--- src/rtl/pipe_pkg.sv ---
// Shared pipeline definitions: ALU op codes, multiplier FSM encoding, EX/MEM record and the ALU function.
package pipe_pkg;

    localparam logic [3:0] ALU_ADD  = 4'b0000;
    localparam logic [3:0] ALU_SUB  = 4'b0100;
    localparam logic [3:0] ALU_AND  = 4'b0001;
    localparam logic [3:0] ALU_OR   = 4'b0101;
    localparam logic [3:0] ALU_XOR  = 4'b0010;
    localparam logic [3:0] ALU_LUI  = 4'b0110;
    localparam logic [3:0] ALU_SLL  = 4'b0011;
    localparam logic [3:0] ALU_SRL  = 4'b0111;
    localparam logic [3:0] ALU_SRA  = 4'b1111;
    localparam logic [3:0] ALU_MULU = 4'b1011;

    localparam logic [4:0] REG_RA = 5'b11111;

    typedef enum logic [1:0] {
        MUL_IDLE = 2'b00,
        MUL_BUSY = 2'b01,
        MUL_DONE = 2'b10
    } mul_state_t;

    typedef struct packed {
        logic        wreg;
        logic        m2reg;
        logic        wmem;
        logic [31:0] alu;
        logic [31:0] b;
        logic [4:0]  rn;
    } exmem_t;

    // Bit 3 only matters for the shift group; MULU falls back to add when no multiplier is built.
    function automatic logic [31:0] alu_fn(input logic [3:0] op, input logic [31:0] a, input logic [31:0] b);
        logic [31:0] r;
        r = a + b;
        if (op != ALU_MULU) begin
            case (op[2:0])
                3'b000:  r = a + b;
                3'b100:  r = a - b;
                3'b001:  r = a & b;
                3'b101:  r = a | b;
                3'b010:  r = a ^ b;
                3'b110:  r = b << 16;
                3'b011:  r = b << a[4:0];
                3'b111:  r = op[3] ? 32'($signed(b) >>> a[4:0]) : (b >> a[4:0]);
                default: r = a + b;
            endcase
        end
        return r;
    endfunction

endpackage

--- src/rtl/pipe_mul_iter.sv ---
// Radix-2 shift-add unsigned multiplier, low 32 bits of a*b; 34 cycles from start to product-valid (DONE).
// No backpressure: start is only sampled in IDLE and operands are latched then.
module pipe_mul_iter
    import pipe_pkg::*;
(
    input  logic        clock,
    input  logic        reset,
    input  logic        start,
    input  logic [31:0] a,
    input  logic [31:0] b,
    output logic        busy,
    output logic        done,
    output logic [31:0] product
);

    mul_state_t  state, state_nxt;
    logic [4:0]  cnt;
    logic [31:0] mcand, mplier, acc;

    always_ff @(posedge clock) begin
        if (reset) state <= MUL_IDLE;
        else       state <= state_nxt;
    end

    always_comb begin
        state_nxt = state;
        case (state)
            MUL_IDLE: if (start) state_nxt = MUL_BUSY;
            MUL_BUSY: if (cnt == 5'd31) state_nxt = MUL_DONE;
            MUL_DONE: state_nxt = MUL_IDLE;
            default:  state_nxt = MUL_IDLE;
        endcase
    end

    always_ff @(posedge clock) begin
        if (reset) begin
            cnt    <= '0;
            mcand  <= '0;
            mplier <= '0;
            acc    <= '0;
        end else if (state == MUL_IDLE && start) begin
            cnt    <= '0;
            mcand  <= a;
            mplier <= b;
            acc    <= '0;
        end else if (state == MUL_BUSY) begin
            acc    <= acc + (mplier[0] ? mcand : 32'd0);
            mcand  <= mcand << 1;
            mplier <= mplier >> 1;
            cnt    <= cnt + 5'd1;
        end
    end

    assign busy    = (state == MUL_BUSY);
    assign done    = (state == MUL_DONE);
    assign product = acc;

endmodule

--- src/rtl/pipe_exe.sv ---
// EX stage plus EX/MEM register: single-cycle ALU/jal, optional iterative MULU under EXE_MUL_EN (34-cycle latency).
// stall holds upstream while a MULU is in flight; EX/MEM loads bubbles until the product is captured.
module pipe_exe
    import pipe_pkg::*;
(
    input  logic        clock,
    input  logic        reset,
    input  logic        ewreg,
    input  logic        em2reg,
    input  logic        ewmem,
    input  logic        ealuimm,
    input  logic        eshift,
    input  logic        ejal,
    input  logic [3:0]  ealuc,
    input  logic [4:0]  ern0,
    input  logic [31:0] ea,
    input  logic [31:0] eb,
    input  logic [31:0] eimm,
    input  logic [31:0] epc4,
    output logic        mwreg,
    output logic        mm2reg,
    output logic        mwmem,
    output logic [31:0] malu,
    output logic [31:0] mb,
    output logic [4:0]  mrn,
    output logic        stall
);

    logic [31:0] opa, opb, alu_res, exe_res;
    exmem_t      q, q_nxt;

    assign opa     = eshift  ? {27'b0, eimm[10:6]} : ea;
    assign opb     = ealuimm ? eimm : eb;
    assign alu_res = alu_fn(ealuc, opa, opb);

`ifdef EXE_MUL_EN
    logic        mul_op, mul_busy, mul_done;
    logic [31:0] product;

    assign mul_op = (ealuc == ALU_MULU) && !ejal;

    pipe_mul_iter u_mul (
        .clock   (clock),
        .reset   (reset),
        .start   (mul_op),
        .a       (opa),
        .b       (opb),
        .busy    (mul_busy),
        .done    (mul_done),
        .product (product)
    );

    // Stall from the IDLE cycle that accepts the MULU through the last BUSY step.
    assign stall   = !reset && ((mul_op && !mul_done) || mul_busy);
    assign exe_res = mul_op ? product : alu_res;
`else
    assign stall   = 1'b0;
    assign exe_res = alu_res;
`endif

    always_comb begin
        q_nxt = '0;
        if (!stall) begin
            q_nxt.wreg  = ewreg;
            q_nxt.m2reg = em2reg;
            q_nxt.wmem  = ewmem;
            q_nxt.b     = eb;
            q_nxt.alu   = ejal ? (epc4 + 32'd4) : exe_res;
            q_nxt.rn    = ejal ? (ern0 | REG_RA) : ern0;
        end
    end

    always_ff @(posedge clock) begin
        if (reset) q <= '0;
        else       q <= q_nxt;
    end

    assign mwreg  = q.wreg;
    assign mm2reg = q.m2reg;
    assign mwmem  = q.wmem;
    assign malu   = q.alu;
    assign mb     = q.b;
    assign mrn    = q.rn;

endmodule
--- config.mk ---
export PLATFORM = sky130hd
export DESIGN_NAME = pipe_exe
export DESIGN_NICKNAME = d
export VERILOG_FILES = /design/src/rtl/pipe_pkg.sv /design/src/rtl/pipe_mul_iter.sv /design/src/rtl/pipe_exe.sv
export SDC_FILE = /design/constraint.sdc
export NUM_CORES = 1
export LEC_CHECK = 0
export BUFFER_PORTS_ARGS = -buffer_cell sky130_fd_sc_hd__buf_2
export CAP_MARGIN = 15
export CORE_ASPECT_RATIO = 1.1
export CORE_UTILIZATION = 37
export CTS_BUF_LIST = sky130_fd_sc_hd__clkbuf_2 sky130_fd_sc_hd__clkbuf_4 sky130_fd_sc_hd__clkbuf_8
export DETAILED_ROUTE_END_ITERATION = 10
export SYNTH_ARGS = -nofsm -noshare
export SYNTH_HDL_FRONTEND = slang
export SYNTH_HIERARCHICAL = 1
export SYNTH_SLANG_ARGS = --single-unit
--- constraint.sdc ---
create_clock -name clock -period 4.5 [get_ports clock]
set_input_delay 0.45 -clock clock [delete_from_list [all_inputs] [get_ports clock]]
set_output_delay 0.45 -clock clock [all_outputs]
set_load 0.005 [all_outputs]
After elaboration in Yosys (flattened, before gate mapping)
Index checks and enable logic that the tools add are counted.
{"block": "word_totals", "register_bits": 72, "input_bits": 145, "output_inout_bits": 73}
{"block": "classes", "add_sub_neg": 3, "n_eq_ne": 8, "shift": 3, "n_mux": 7, "bitwise": 3, "reduce_logical": 1}
{"op": "32-bit one-hot mux with 8 select lines", "n": 1}
{"op": "32-bit 2-to-1 mux", "n": 5}
{"op": "32-bit by 3-bit adder with 32-bit output, second input constant", "n": 1}
{"op": "32-bit adder", "n": 1}
{"op": "32-bit bitwise AND", "n": 1}
{"op": "32-bit OR", "n": 1}
{"op": "32-bit by 5-bit left shift with 32-bit output", "n": 1}
{"op": "32-bit by 5-bit >> shifter with 32-bit output", "n": 1}
{"op": "32-bit by 5-bit >>> shifter with 32-bit output", "n": 1}
{"op": "32-bit subtractor", "n": 1}
{"op": "32-bit bitwise XOR", "n": 1}
{"op": "3-bit == test, second input constant", "n": 4}
{"op": "3-bit by 2-bit == test with 1-bit output, second input constant", "n": 2}
{"op": "5-bit 2-to-1 mux", "n": 1}
{"op": "4-bit inequality test, second input constant", "n": 1}
{"op": "3-bit by 1-bit == test with 1-bit output, second input constant", "n": 1}
{"op": "3-bit logical NOT", "n": 1}

Logic depth before layout (Yosys ltp)
{"block": "depth", "ltp_word": 6, "depth_mapped": 18, "depth_no_buf": 15}

Least setup slack after synthesis
Ideal clock, no wire load.
{"block": "synth_timing", "path_type": "input -> register", "start": "input port eshift", "end": "register q, in the netlist malu[28]", "t_arrival_ns": 4.230, "required_ns": 4.388, "setup_slack_ns": 0.158, "stages": 18, "n_path_buf": 4, "path_cell_list": "buf_6 > mux2i_4 > buf_2 > buf_2 > buf_2 > ha_1 > inv_1 > fa_1 > nor2b_1 > o21ai_0 > a211oi_1 > o21ai_0 > a21boi_0 > o32ai_1 > o21ai_0 > xnor2_1 > a21oi_1 > a2111oi_1"}
{"block": "synth_via", "elab_chain_cells": 6, "elab_cells_between_ends": 13}
{"item": "start, declared", "line_no": "pipe_exe.sv:12", "text": "input logic eshift,"}
{"item": "32-bit 2-to-1 mux *", "line_no": "pipe_exe.sv:32", "text": "assign opa = eshift ? {27'b0, eimm[10:6]} : ea;"}
{"item": "branches (longest 3 deep; another with 32-bit subtractor)"}
{"item": "32-bit 2-to-1 mux *", "line_no": "pipe_pkg.sv:36", "text": "if (op != ALU_MULU) begin"}
{"item": "32-bit 2-to-1 mux *", "line_no": "pipe_exe.sv:68", "text": "q_nxt.alu = ejal ? (epc4 + 32'd4) : exe_res;"}
{"item": "end signal, assigned", "line_no": "pipe_exe.sv:75", "text": "else q <= q_nxt;"}
{"item": "end, declared", "line_no": "pipe_exe.sv:30", "text": "exmem_t q, q_nxt;"}
Every way passes the cells marked *.
A chain may end at the register's enable or synchronous reset.

Worst setup path in the final report
{"block": "layout_timing", "start": "input port ealuimm", "end": "register q, in the netlist malu[24]"}
{"block": "layout_via", "elab_chain_cells": 6, "elab_cells_between_ends": 13}
{"item": "start, declared", "line_no": "pipe_exe.sv:11", "text": "input logic ealuimm,"}
{"item": "32-bit 2-to-1 mux *", "line_no": "pipe_exe.sv:33", "text": "assign opb = ealuimm ? eimm : eb;"}
{"item": "branches (longest 3 deep; another with 32-bit subtractor)"}
{"item": "32-bit 2-to-1 mux *", "line_no": "pipe_pkg.sv:36"}
{"item": "32-bit 2-to-1 mux *", "line_no": "pipe_exe.sv:68"}
Marks and branches as above.

==> metrics.cfg <==
[routing]
wl_um=59880
drt_iter0_markers=1343
vias=14250
drt_first_pass_iters=7
vias_per_cell=6.076
drc=0
ant_nets=0
detail_route.wl_per_cell_um=25.54

[synthesis]
yosysUniqueCellTypes=81
synth_area_leader_cell=dfxtp_1
syn-cell-area_um2=11890
synth_cells=1714
synthTopCellsByArea=dfxtp_1 (12%), mux2i_1 (10%), ha_1 (10%)
synth_seq_cells=72
synth_area_per_cell_um2=6.939
ys_seq_area_share_pct=12.12
synthesis.nets=1958
synth_top_area_share_pct=12.12
async_reset_ff_share_pct=0
synth_edf_count=0
synth-warning-count=6
ys.flop_type=dfxtp_1

[critical_path]
critPathLaunchType=input pin
path_cells=buf_2, buf_4, mux2i_1, ha_1, buf_4, inv_1, nor3_1, o21ai_0, buf_4, a21boi_0, o32ai_1, buf_4, o21ai_0, mux2i_1, a221oi_1, a211oi_1
cp.required_ns=4.76
cp-end-kind=register
crit_arrival_ns=4.47
crit_family=compound AO/OA/AOI/OAI gates
crit_path_max_incr_delay_ns=0.61
worst_path_most_repeated_cell=buf_4
path_buf_inv=6
cp_max_fo=8
criticalPathCategory=input pin to register
cp_slowest_cell=mux2i_1

[cells_and_area]
nNetsFinal=2164
fillers=3410
mostFrequentLayoutCells=buf_2 (216), nor2_1 (167), nand2_1 (161)
layout.area.seq_um2=1441
final_common_cell=buf_2
syn2layout_area_growth_pct=17.56
multi_input_area_um2=9497
final_cell_area_um2=13980
drive_gt1_share_pct=19.53
final_cells=2345
num_antenna_cells=0

[timing]
fmax_ghz=0.2375
hold_violations=0
max_slew.worst_pin.slew_ns=1.101
setup_violations=0
rsz0062_at_grt=no
period_needed_ns=4.211
final_max_slew_viol_count=0
slew_headroom_pct=26.47
tns_ns=0
fin_crit_sh_pct=93.58

[hold_path]
min_to=mrn[2]
hp-start=ern0[2]
hold_class=input pin to register
hold_depth=3

[global_routing]
grt_pass1_wl_um=86260
grt_overflow=0
grt_pass1_vias=13440
track_usage_pct=35.38
antenna_found_initial=0
grt_max_degree=71

[floorplan]
fp-row-count=68
dieArea_um2=32860
io_pins=218
die_y_um=190.0
start_util_pct=37.78
coreArea_um2=31480
dieWidth_um=172.9

[place]
placed_area_um2=13770
place_congestion=0.9912
dp_hpwl_um=46930
port_buffers=216
dp.cells=2329

[job]
max_cap_viol_count=0

[power]
power.leakage_nw=6.328
power_mw=3.293
powerDensity_nw_per_um2=235.5
peakVddDrop_uv=121.4

[clock_tree]
cts.sinks=72
post_cts_buffers=0
cts_tree=yes
cts_buffers=9
clockRootBuffer=clkbuf_8
ctsResizeCount=0
cts_max_level=3
hold_buffers=0
clkTransAtPathRegs_ns=0.09
cts_buffer_depth=2

[run_status]
status=finished, final reports clean

==> flip-flops by register name (all words and copies together) (netlist names) <==
register  count
mwreg         1
malu         32
mm2reg        1
mwmem         1
mb           32
mrn           5
==> kinds of logic (layout without fill, tap and decap cells) <==
kind of cell / Yosys count / after routing / share of synthesized area, %
XOR/XNOR: 74 / 74 / 5.450
multiplexers: 139 / 139 / 12.61
other: 1 / 1 / 0.03153
buffers and inverters: 235 / 446 / 8.132
flip-flops: 72 / 72 / 12.12
adder cells (fa/ha/maj): 99 / 99 / 10.54
AND/OR/NAND/NOR: 531 / 531 / 20.69
AO/OA/AOI/OAI: 563 / 563 / 30.42
==> routing by layer <==
metal	up-vias	track usage, %	wire [um]
li1	6578	-	-
met4	0	24.30	4408
met5	-	0	0
met3	190	6.835	4469
met1	6728	42.22	23810
met2	752	57.55	27190
==> where the power goes <==
part	total (mW)	switching (mW)	internal (mW)
Combinational	2.00	1.28	0.722
Sequential	0.696	0.0119	0.684
Clock	0.592	0.308	0.284
==> how the worst max path moves through the flow <==
stage,from,endpoint,slack (ns),depth (start not counted)
after CTS,ealuimm,malu[28],0.46,14
after global routing,ealuimm,malu[28],0.15,14
after global placement,ealuimm,malu[28],0.14,14
after detailed placement,ealuimm,malu[28],0.04,14
after floorplan,eshift,malu[28],0.16,18
final,ealuimm,malu[24],0.29,16
==> synthesized netlist by cell type (9+ instances only) <==
| master | count |
|---|---|
| o21ai_0 | 133 |
| a221oi_1 | 23 |
| nor2_1 | 167 |
| nand2b_1 | 18 |
| o221ai_1 | 16 |
| ha_1 | 97 |
| buf_1 | 9 |
| a21oi_1 | 135 |
| nand3_1 | 32 |
| a31oi_1 | 26 |
| a211oi_1 | 34 |
| o31ai_1 | 12 |
| xnor2_1 | 55 |
| clkbuf_1 | 90 |
| nor2b_1 | 73 |
| o211ai_1 | 34 |
| a21o_1 | 17 |
| a22oi_1 | 10 |
| mux2i_1 | 122 |
| nor3_1 | 30 |
| inv_1 | 100 |
| nand2_1 | 161 |
| o22ai_1 | 37 |
| and3_1 | 13 |
| o21bai_1 | 12 |
| buf_2 | 18 |
| dfxtp_1 | 72 |
| xor2_1 | 19 |
| buf_4 | 9 |
==> per-stage QoR <==
stage | hold WS [ns] | setup slack [ns] | utilization [%]
global placement | 0.6512 | 0.1369 | 43.76
finish | 0.2427 | 0.2887 | 44.41
floorplan | 0.5658 | 0.1578 | -
global route | 0.2327 | 0.1455 | 44.41
detailed placement | 0.6593 | 0.03754 | 43.76
CTS | 0.2201 | 0.4632 | 44.41
==> layout make-up <==
type,count,share of cell area [%]
multi-input cells,1407,67.93
repair buffers,325,13.67
flip-flops and latches,72,10.31
well taps,420,3.759
inverters,105,2.855
clock buffers,11,1.083
clock inverters,5,0.3938
Power figures use the tool's default switching activity.
